File: src/rtl/pipe_hazard_ctrl.sv
// Hazard/stall sequencer beside the ID/EM register: load-use, memory-wait and taken-branch handling plus ALU-result forwarding.
// Optional stall performance counter enabled by defining HAZ_PERF_CNT_EN.
module pipe_hazard_ctrl #(
  parameter int unsigned LOAD_STALL_CYC = 1,
  parameter int unsigned FLUSH_CYC      = 2,
  parameter int unsigned MAX_WAIT       = 15
) (
  input  logic        clk_i,
  input  logic        rst_i,
  input  logic [2:0]  id_rs_addr_i,
  input  logic [2:0]  id_rt_addr_i,
  input  logic        id_uses_rs_i,
  input  logic        id_uses_rt_i,
  input  logic [2:0]  em_write_addr_i,
  input  logic        em_regwrite_i,
  input  logic        em_memread_i,
  input  logic        em_memwrite_i,
  input  logic        mem_ready_i,
  input  logic        branch_taken_i,
  output logic        stall_o,
  output logic        hold_o,
  output logic        bubble_o,
  output logic        flush_o,
  output logic        fwd_rs_o,
  output logic        fwd_rt_o,
  output logic        timeout_o,
  output logic [1:0]  state_o,
  output logic [15:0] stall_count_o
);

  typedef enum logic [1:0] {
    ST_RUN     = 2'd0,
    ST_LDSTALL = 2'd1,
    ST_MEMWAIT = 2'd2,
    ST_FLUSH   = 2'd3
  } state_e;

  localparam logic [7:0] LD_CYC_C   = 8'(LOAD_STALL_CYC);
  localparam logic [7:0] FL_CYC_C   = 8'(FLUSH_CYC);
  localparam logic [7:0] MAX_WAIT_C = 8'(MAX_WAIT);

  state_e     state_r, state_nxt_s;
  logic [7:0] cnt_r, cnt_nxt_s;
  logic [7:0] wait_cnt_r, wait_cnt_nxt_s;
  logic       timeout_r, timeout_set_s;
  logic       memop_s, hit_rs_s, hit_rt_s, lu_s;
  logic       stall_s, hold_s, bubble_s, flush_s;

  assign memop_s  = em_memread_i | em_memwrite_i;
  assign hit_rs_s = id_uses_rs_i & (id_rs_addr_i == em_write_addr_i);
  assign hit_rt_s = id_uses_rt_i & (id_rt_addr_i == em_write_addr_i);
  assign lu_s     = em_memread_i & (hit_rs_s | hit_rt_s);

  // State, counter and sticky timeout registers.
  always_ff @(posedge clk_i) begin
    if (rst_i) begin
      state_r    <= ST_RUN;
      cnt_r      <= 8'd0;
      wait_cnt_r <= 8'd0;
      timeout_r  <= 1'b0;
    end else begin
      state_r    <= state_nxt_s;
      cnt_r      <= cnt_nxt_s;
      wait_cnt_r <= wait_cnt_nxt_s;
      timeout_r  <= timeout_r | timeout_set_s;
    end
  end

  // Next-state and Mealy control outputs.
  always_comb begin
    state_nxt_s    = state_r;
    cnt_nxt_s      = cnt_r;
    wait_cnt_nxt_s = wait_cnt_r;
    timeout_set_s  = 1'b0;
    stall_s        = 1'b0;
    hold_s         = 1'b0;
    bubble_s       = 1'b0;
    flush_s        = 1'b0;
    case (state_r)
      ST_RUN: begin
        // Branch outranks load-use: the dependent instruction is flushed anyway.
        if (memop_s && !mem_ready_i) begin
          stall_s        = 1'b1;
          hold_s         = 1'b1;
          state_nxt_s    = ST_MEMWAIT;
          wait_cnt_nxt_s = 8'd1;
        end else if (branch_taken_i) begin
          flush_s     = 1'b1;
          state_nxt_s = ST_FLUSH;
          cnt_nxt_s   = 8'd1;
        end else if (lu_s) begin
          stall_s     = 1'b1;
          bubble_s    = 1'b1;
          state_nxt_s = ST_LDSTALL;
          cnt_nxt_s   = 8'd1;
        end else begin
          state_nxt_s = ST_RUN;
        end
      end
      ST_LDSTALL: begin
        if (cnt_r < LD_CYC_C) begin
          stall_s   = 1'b1;
          bubble_s  = 1'b1;
          cnt_nxt_s = cnt_r + 8'd1;
        end else begin
          state_nxt_s = ST_RUN;
        end
      end
      ST_MEMWAIT: begin
        if (mem_ready_i) begin
          state_nxt_s = ST_RUN;
        end else if (wait_cnt_r == MAX_WAIT_C) begin
          stall_s       = 1'b1;
          hold_s        = 1'b1;
          timeout_set_s = 1'b1;
          state_nxt_s   = ST_RUN;
        end else begin
          stall_s        = 1'b1;
          hold_s         = 1'b1;
          wait_cnt_nxt_s = wait_cnt_r + 8'd1;
        end
      end
      ST_FLUSH: begin
        if (branch_taken_i) begin
          flush_s   = 1'b1;
          cnt_nxt_s = 8'd1;
        end else if (cnt_r < FL_CYC_C) begin
          flush_s   = 1'b1;
          cnt_nxt_s = cnt_r + 8'd1;
        end else begin
          state_nxt_s = ST_RUN;
        end
      end
      default: begin
        state_nxt_s = ST_RUN;
      end
    endcase
  end

  assign stall_o   = stall_s;
  assign hold_o    = hold_s;
  assign bubble_o  = bubble_s;
  assign flush_o   = flush_s;
  assign timeout_o = timeout_r;
  assign state_o   = state_r;
  assign fwd_rs_o  = em_regwrite_i & ~em_memread_i & hit_rs_s & ~bubble_s;
  assign fwd_rt_o  = em_regwrite_i & ~em_memread_i & hit_rt_s & ~bubble_s;

`ifdef HAZ_PERF_CNT_EN
  logic [15:0] stall_cnt_r;

  // Saturating count of stalled cycles.
  always_ff @(posedge clk_i) begin
    if (rst_i) begin
      stall_cnt_r <= 16'd0;
    end else if (stall_s && (stall_cnt_r != 16'hFFFF)) begin
      stall_cnt_r <= stall_cnt_r + 16'd1;
    end else begin
      stall_cnt_r <= stall_cnt_r;
    end
  end

  assign stall_count_o = stall_cnt_r;
`else
  assign stall_count_o = 16'd0;
`endif

endmodule

File: config.mk
export PLATFORM = sky130hd
export DESIGN_NAME = pipe_hazard_ctrl
export DESIGN_NICKNAME = d
export VERILOG_FILES = /design/src/rtl/pipe_hazard_ctrl.sv
export SDC_FILE = /design/constraint.sdc
export NUM_CORES = 1
export LEC_CHECK = 0
export ABC_CLOCK_PERIOD_IN_PS = 3400
export CAP_MARGIN = 20
export CORE_ASPECT_RATIO = 1.2
export CORE_UTILIZATION = 45
export CTS_CLUSTER_SIZE = 25
export DETAILED_ROUTE_END_ITERATION = 10
export PLACE_DENSITY = 0.78
export SLEW_MARGIN = 0
export SYNTH_ARGS = -nofsm -noshare
export SYNTH_HDL_FRONTEND = slang
export SYNTH_SLANG_ARGS = --single-unit
File: constraint.sdc
create_clock -name clk_i -period 3.4 [get_ports clk_i]
set_clock_uncertainty 0.05 [all_clocks]
set_input_delay 0.34 -clock clk_i [delete_from_list [all_inputs] [get_ports clk_i]]
set_output_delay 0.34 -clock clk_i [all_outputs]
set_load 0.005 [all_outputs]
Yosys cells after proc, flatten, opt, wreduce, memory -nomap -nowiden
Index checks and enable logic that the tools add are counted.
Word-level totals
  logic and storage cells: 84
  bits of input ports: 18
  flip-flop bits (word level): 19
  output and inout bits: 25
Cells by class
  muxes and demuxes: 38
  magnitude comparators: 2
  equality and inequality tests: 17
  add/sub/neg operators: 2
  bitwise operators: 13
  reduce and logical (&&, ||, !) cells: 8
Operators by type and width (count)
  $mux 8: 9
  $pmux 8 s3: 1
  $add 8x1->8 const B: 2
  $ne 2x2->1 const B: 8
  $pmux 8 s2: 1
  $mux 1: 15
  $mux 2: 7
  $ne 3x3->1 const B: 3
  $and 1x1->1: 8
  $eq 8x4->1 const B: 1
  $lt 8x1->1 const B: 1
  $lt 8x2->1 const B: 1
  $pmux 2 s4: 1
  $reduce_and 4->1: 2
  $eq 3x3->1: 2
  $pmux 1 s2: 3
  $reduce_and 5->1: 1
  $eq 2x2->1 const B: 2
  $or 1x1->1: 3
  $pmux 1 s3: 1
  $reduce_bool 3->1: 1
  $eq 2x1->1 const B: 1
  $logic_not 2->1: 1
  $not 1->1: 2
  other kinds (3): 3

Depth between registers and ports, before layout
  word-level depth: 10
  mapped depth: 8
  depth with buffers taken out: 7

Worst setup path after synthesis
No wires, ideal clock.
  path type: register -> register
  from: reg state_r[0], in the netlist state_o[0]
  to: reg cnt_r[4]
  period minus slack after synthesis: 1.768 ns
  library setup time: 0.086 ns
  path buffers: 1
  stages on the path, launching flop included: 8
  setup slack: 1.632 ns
  data required time: 3.264 ns
  arrival: 1.632 ns
  path through: dfxtp_1 -> ha_1 -> nor2b_1 -> nor3_1 -> o2111a_1 -> and2_1 -> buf_2 -> a211oi_1
Between the ends
  cells in the longest elaborated chain, start to end: 3
  elaborated cells on any way between the ends: 10
  classes of those cells: eq/ne (6); mux (1); reduce/logical (3)
Ends and longest elaborated chain
  start: declaration: line 42  | state_e state_r, state_nxt_s;
  start signal: assignment: line 62  | state_r <= state_nxt_s;
  $eq 2x2->1, or another cell as far along: line 79  | case (state_r)
  $ne 3x3->1 (no source line), or another cell as far along
  $reduce_and 5->1 (no source line)
  end signal: assignment: line 63  | cnt_r <= cnt_nxt_s;
  end: declaration: line 43  | logic [7:0] cnt_r, cnt_nxt_s;
Parallel ways exist; a longest one is shown, timed or not.
A chain may end at the register's enable or synchronous reset.

Worst setup path after layout
  from: in em_write_addr_i[2]
  to: out stall_o
Between the ends
  cells in the longest elaborated chain, start to end: 8
  elaborated cells on any way between the ends: 10
  classes of those cells: eq/ne (2); mux (4); bitwise (4)
Ends and longest elaborated chain
  start: declaration: line 14  | input logic [2:0] em_write_addr_i,
  $eq 3x3->1 (on tied branches): line 50, 51
  $and 1x1->1 (on tied branches): line 50, 51
  $or 1x1->1 (*): line 52  | assign lu_s = em_memread_i & (hit_rs_s | hit_rt_s);
  $and 1x1->1 (*): line 52
  $mux 1 (*): line 91  | end else if (lu_s) begin
  $mux 1 (*): line 87  | end else if (branch_taken_i) begin
  $mux 1 (*): line 82  | if (memop_s && !mem_ready_i) begin
  $pmux 1 s3 (*): line 79
  end: declaration: line 20  | output logic stall_o,
Mark *: on every way between the ends. The rest lies on a longest branch, timed or not.

==> impl_metrics.toml <==
[outcome]
outcome = "finished, final reports clean"

[worst_hold_path]
hold_start = "cnt_r[5]"
holdPathEnd = "cnt_r[5]"
min_path_type = "register to register"
hold_depth = 2

[worst_setup_path]
start_kind = "input pin"
worstPathRequired_ns = 3.01
rr_worst_depth = 6
worstPathCellList = "clkdlybuf4s50_1, xnor2_1, nand4_1, a21oi_1, nand3_1, a41oi_1, clkdlybuf4s50_1"
regToRegSetupSlack_ns = 1.30
crit_buf_inv = 2
worst_r2r_endpoint = "cnt_r[4]"
cp_data_arrival_time_ns = 2.27
cp_max_fo = 3
critPathSlowestCell = "clkdlybuf4s50_1"
path_class = "input pin to primary output"
cp_common_cell = "clkdlybuf4s50_1"
crit_path_max_incr_delay_ns = 0.52
critPathTopFamily = "buffers and inverters"
rr_startpoint = "state_o[1]"
cp-end-kind = "primary output"

[synthesis]
synthArstFlopShare_pct = 0
syn-instance-count = 166
synth-edff-count = 0
seq_area_frac_synth_pct = 28.1
yosysTopAreaCell = "dfxtp_1"
ys_warn_count = 0
avgSynthCellArea_sq_um = 8.14
ys_ff_latch = 19
synth_cell_types = 44
synth.top_cell.area_share_pct = 28.1
synth_area_leaders = "dfxtp_1 (28%), buf_4 (8.9%), xnor2_1 (7.1%), ha_1 (6.5%), nor2_1 (4.4%)"
synth-main-ff-cell = "dfxtp_1"
synth_area_sq_um = 1350

[sta]
slew_violations = 0
finalHoldViolations = 0
fmax_mhz = 376
fin_ws_ns = 0.739
rsz0062_at_grt = "false"
slew_headroom_pct = 59.0
period_minus_slack_ns = 2.66
period_share_pct = 78.3
setup_viol = 0
tns_ns = 0
max_slew.worst_pin.slew_ns = 0.614

[placed_design]
dp_hpwl_mm = 2.24
pre_cts_slack_ns = 0.760
portBuffers = 26
gp_congestion = 0.859
dp.cells = 223
post_dp_cell_area_sq_um = 1580

[clock_tree]
cts-root-buf = "clkbuf_4"
tritoncts = "done"
numCtsBuffers = 3
post_cts_resized = 0
clockBufferDepth = 2
clock_latency_ns = 0.29
cts_setup_buffers = 0
cts_htree_levels = 1
cts_hold_buffers = 0
cts.sinks = 19
clkTransAtPathRegs_ns = 0.11

[layout]
nNetsFinal = 219
antenna_cells = 0
syn2layout_area_growth_pct = 19.3
layout_common_cells = "clkdlybuf4s50_1 (26), dfxtp_1 (19), nor2_1 (16), conb_1 (16)"
drive_above_1_share_pct = 8.81
fin_area_sq_um = 1610
layout_commonest_cell = "clkdlybuf4s50_1"
stdcell_count = 227

[drt]
drc_errors = 0
via_per_inst = 5.34
drtAntennaViolNets = 0
num_vias = 1213
drtIter0Drc = 47
drt-total-wl_mm = 2.90
wl_per_cell_um = 12.8
first_pass_iters = 4

[floorplanning]
start_util_pct = 48.1
die_h_um = 62.0
rows = 21
dieArea_sq_um = 3230
fp.dieW_um = 52.0
core_area_sq_um = 2810
num_io_pins = 43

[power]
total_leakage_power_nw = 0.601
cellPowerDensity_nw_per_um2 = 364
ir_drop_uv = 278
power_uw = 587

[global_route]
overflow = 0
grt_pass1_vias = 1153
grt_pass1_wl_mm = 4.96
track_usage_pct = 20.5
grt_max_degree = 17
antenna_found_initial = 0

[flow_run]
maxCapViolCount = 0
==> cells in the mapped netlist, types with 2 or more instances <==
library cell	number
nand4_1	7
ha_1	7
nand2b_1	4
a211oi_1	6
and2_1	3
nor4_1	2
a21oi_1	8
nor3b_1	3
nor2b_1	2
nand2_1	10
a31o_2	2
o21ai_0	2
buf_4	16
a41oi_1	2
dfxtp_1	19
nor2_1	16
inv_1	11
nand3_1	7
buf_2	2
nor3_1	3
xnor2_1	11
==> registers in the layout (all words and copies together) (netlist names) <==
signal and cells:
cnt_r 8, wait_cnt_r 8, state_o 2, timeout_o 1
==> worst min-delay path: cells and delay by family, from the launching register on <==
family	cells	cell delay, ns
AOI/OAI and AO/OA	1	0.04
and+or+nand+nor	1	0.07
DFF	1	0.33
==> report_power, final <==
| part | switching, mW | internal (mW) | total [mW] |
|---|---|---|---|
| Clock | 0.0712 | 0.0437 | 0.115 |
| Sequential | 0.0134 | 0.233 | 0.246 |
| Combinational | 0.120 | 0.106 | 0.226 |
| Total | 0.205 | 0.382 | 0.587 |
==> area by class of cell <==
| type | instances | area, sq um |
|---|---|---|
| multi-input cells | 132 | 852 |
| repair buffers | 27 | 268 |
| flip-flops and latches | 19 | 380 |
| inverters | 11 | 41.3 |
| fillers | 263 | 1200 |
| clock inverters | 1 | 5.00 |
| clock buffers | 3 | 22.5 |
| well taps | 34 | 42.5 |
==> layer usage <==
metal	track usage, %	share of wire (%)
met1	24.5	44
met2	37.7	50
met3	2.19	4.6
met4	7.72	0.83
met5	0	0
==> kinds of logic after synthesis <==
group | synth area share, %
muxes | 1.85
and+or+nand+nor | 25.6
buffers and inverters | 13.0
AOI/OAI and AO/OA | 17.5
other | 0.278
xor gates and xnor gates | 7.13
DFF | 28.1
adders and majority gates | 6.48
==> per-stage QoR <==
stage                     hold WS (ns)  util, %
after floorplan                  0.376        -
after global placement           0.393     56.3
after detailed placement         0.391     56.3
after CTS                        0.411     57.3
after global routing             0.450     57.3
final                            0.414     57.3
==> worst max path at each step <==
stage	from	end	slack (ns)	cells after the start
5_1_grt	em_write_addr_i[2]	stall_o	0.58	7
6_report	em_write_addr_i[2]	stall_o	0.74	7
3_5_place_dp	em_write_addr_i[2]	stall_o	0.76	7
4_1_cts	em_write_addr_i[2]	stall_o	0.75	7
2_1_floorplan	state_o[0]	cnt_r[4]	1.63	7
3_3_place_gp	em_write_addr_i[0]	stall_o	0.84	7
Note: power is estimated with default switching activity, not from simulation.
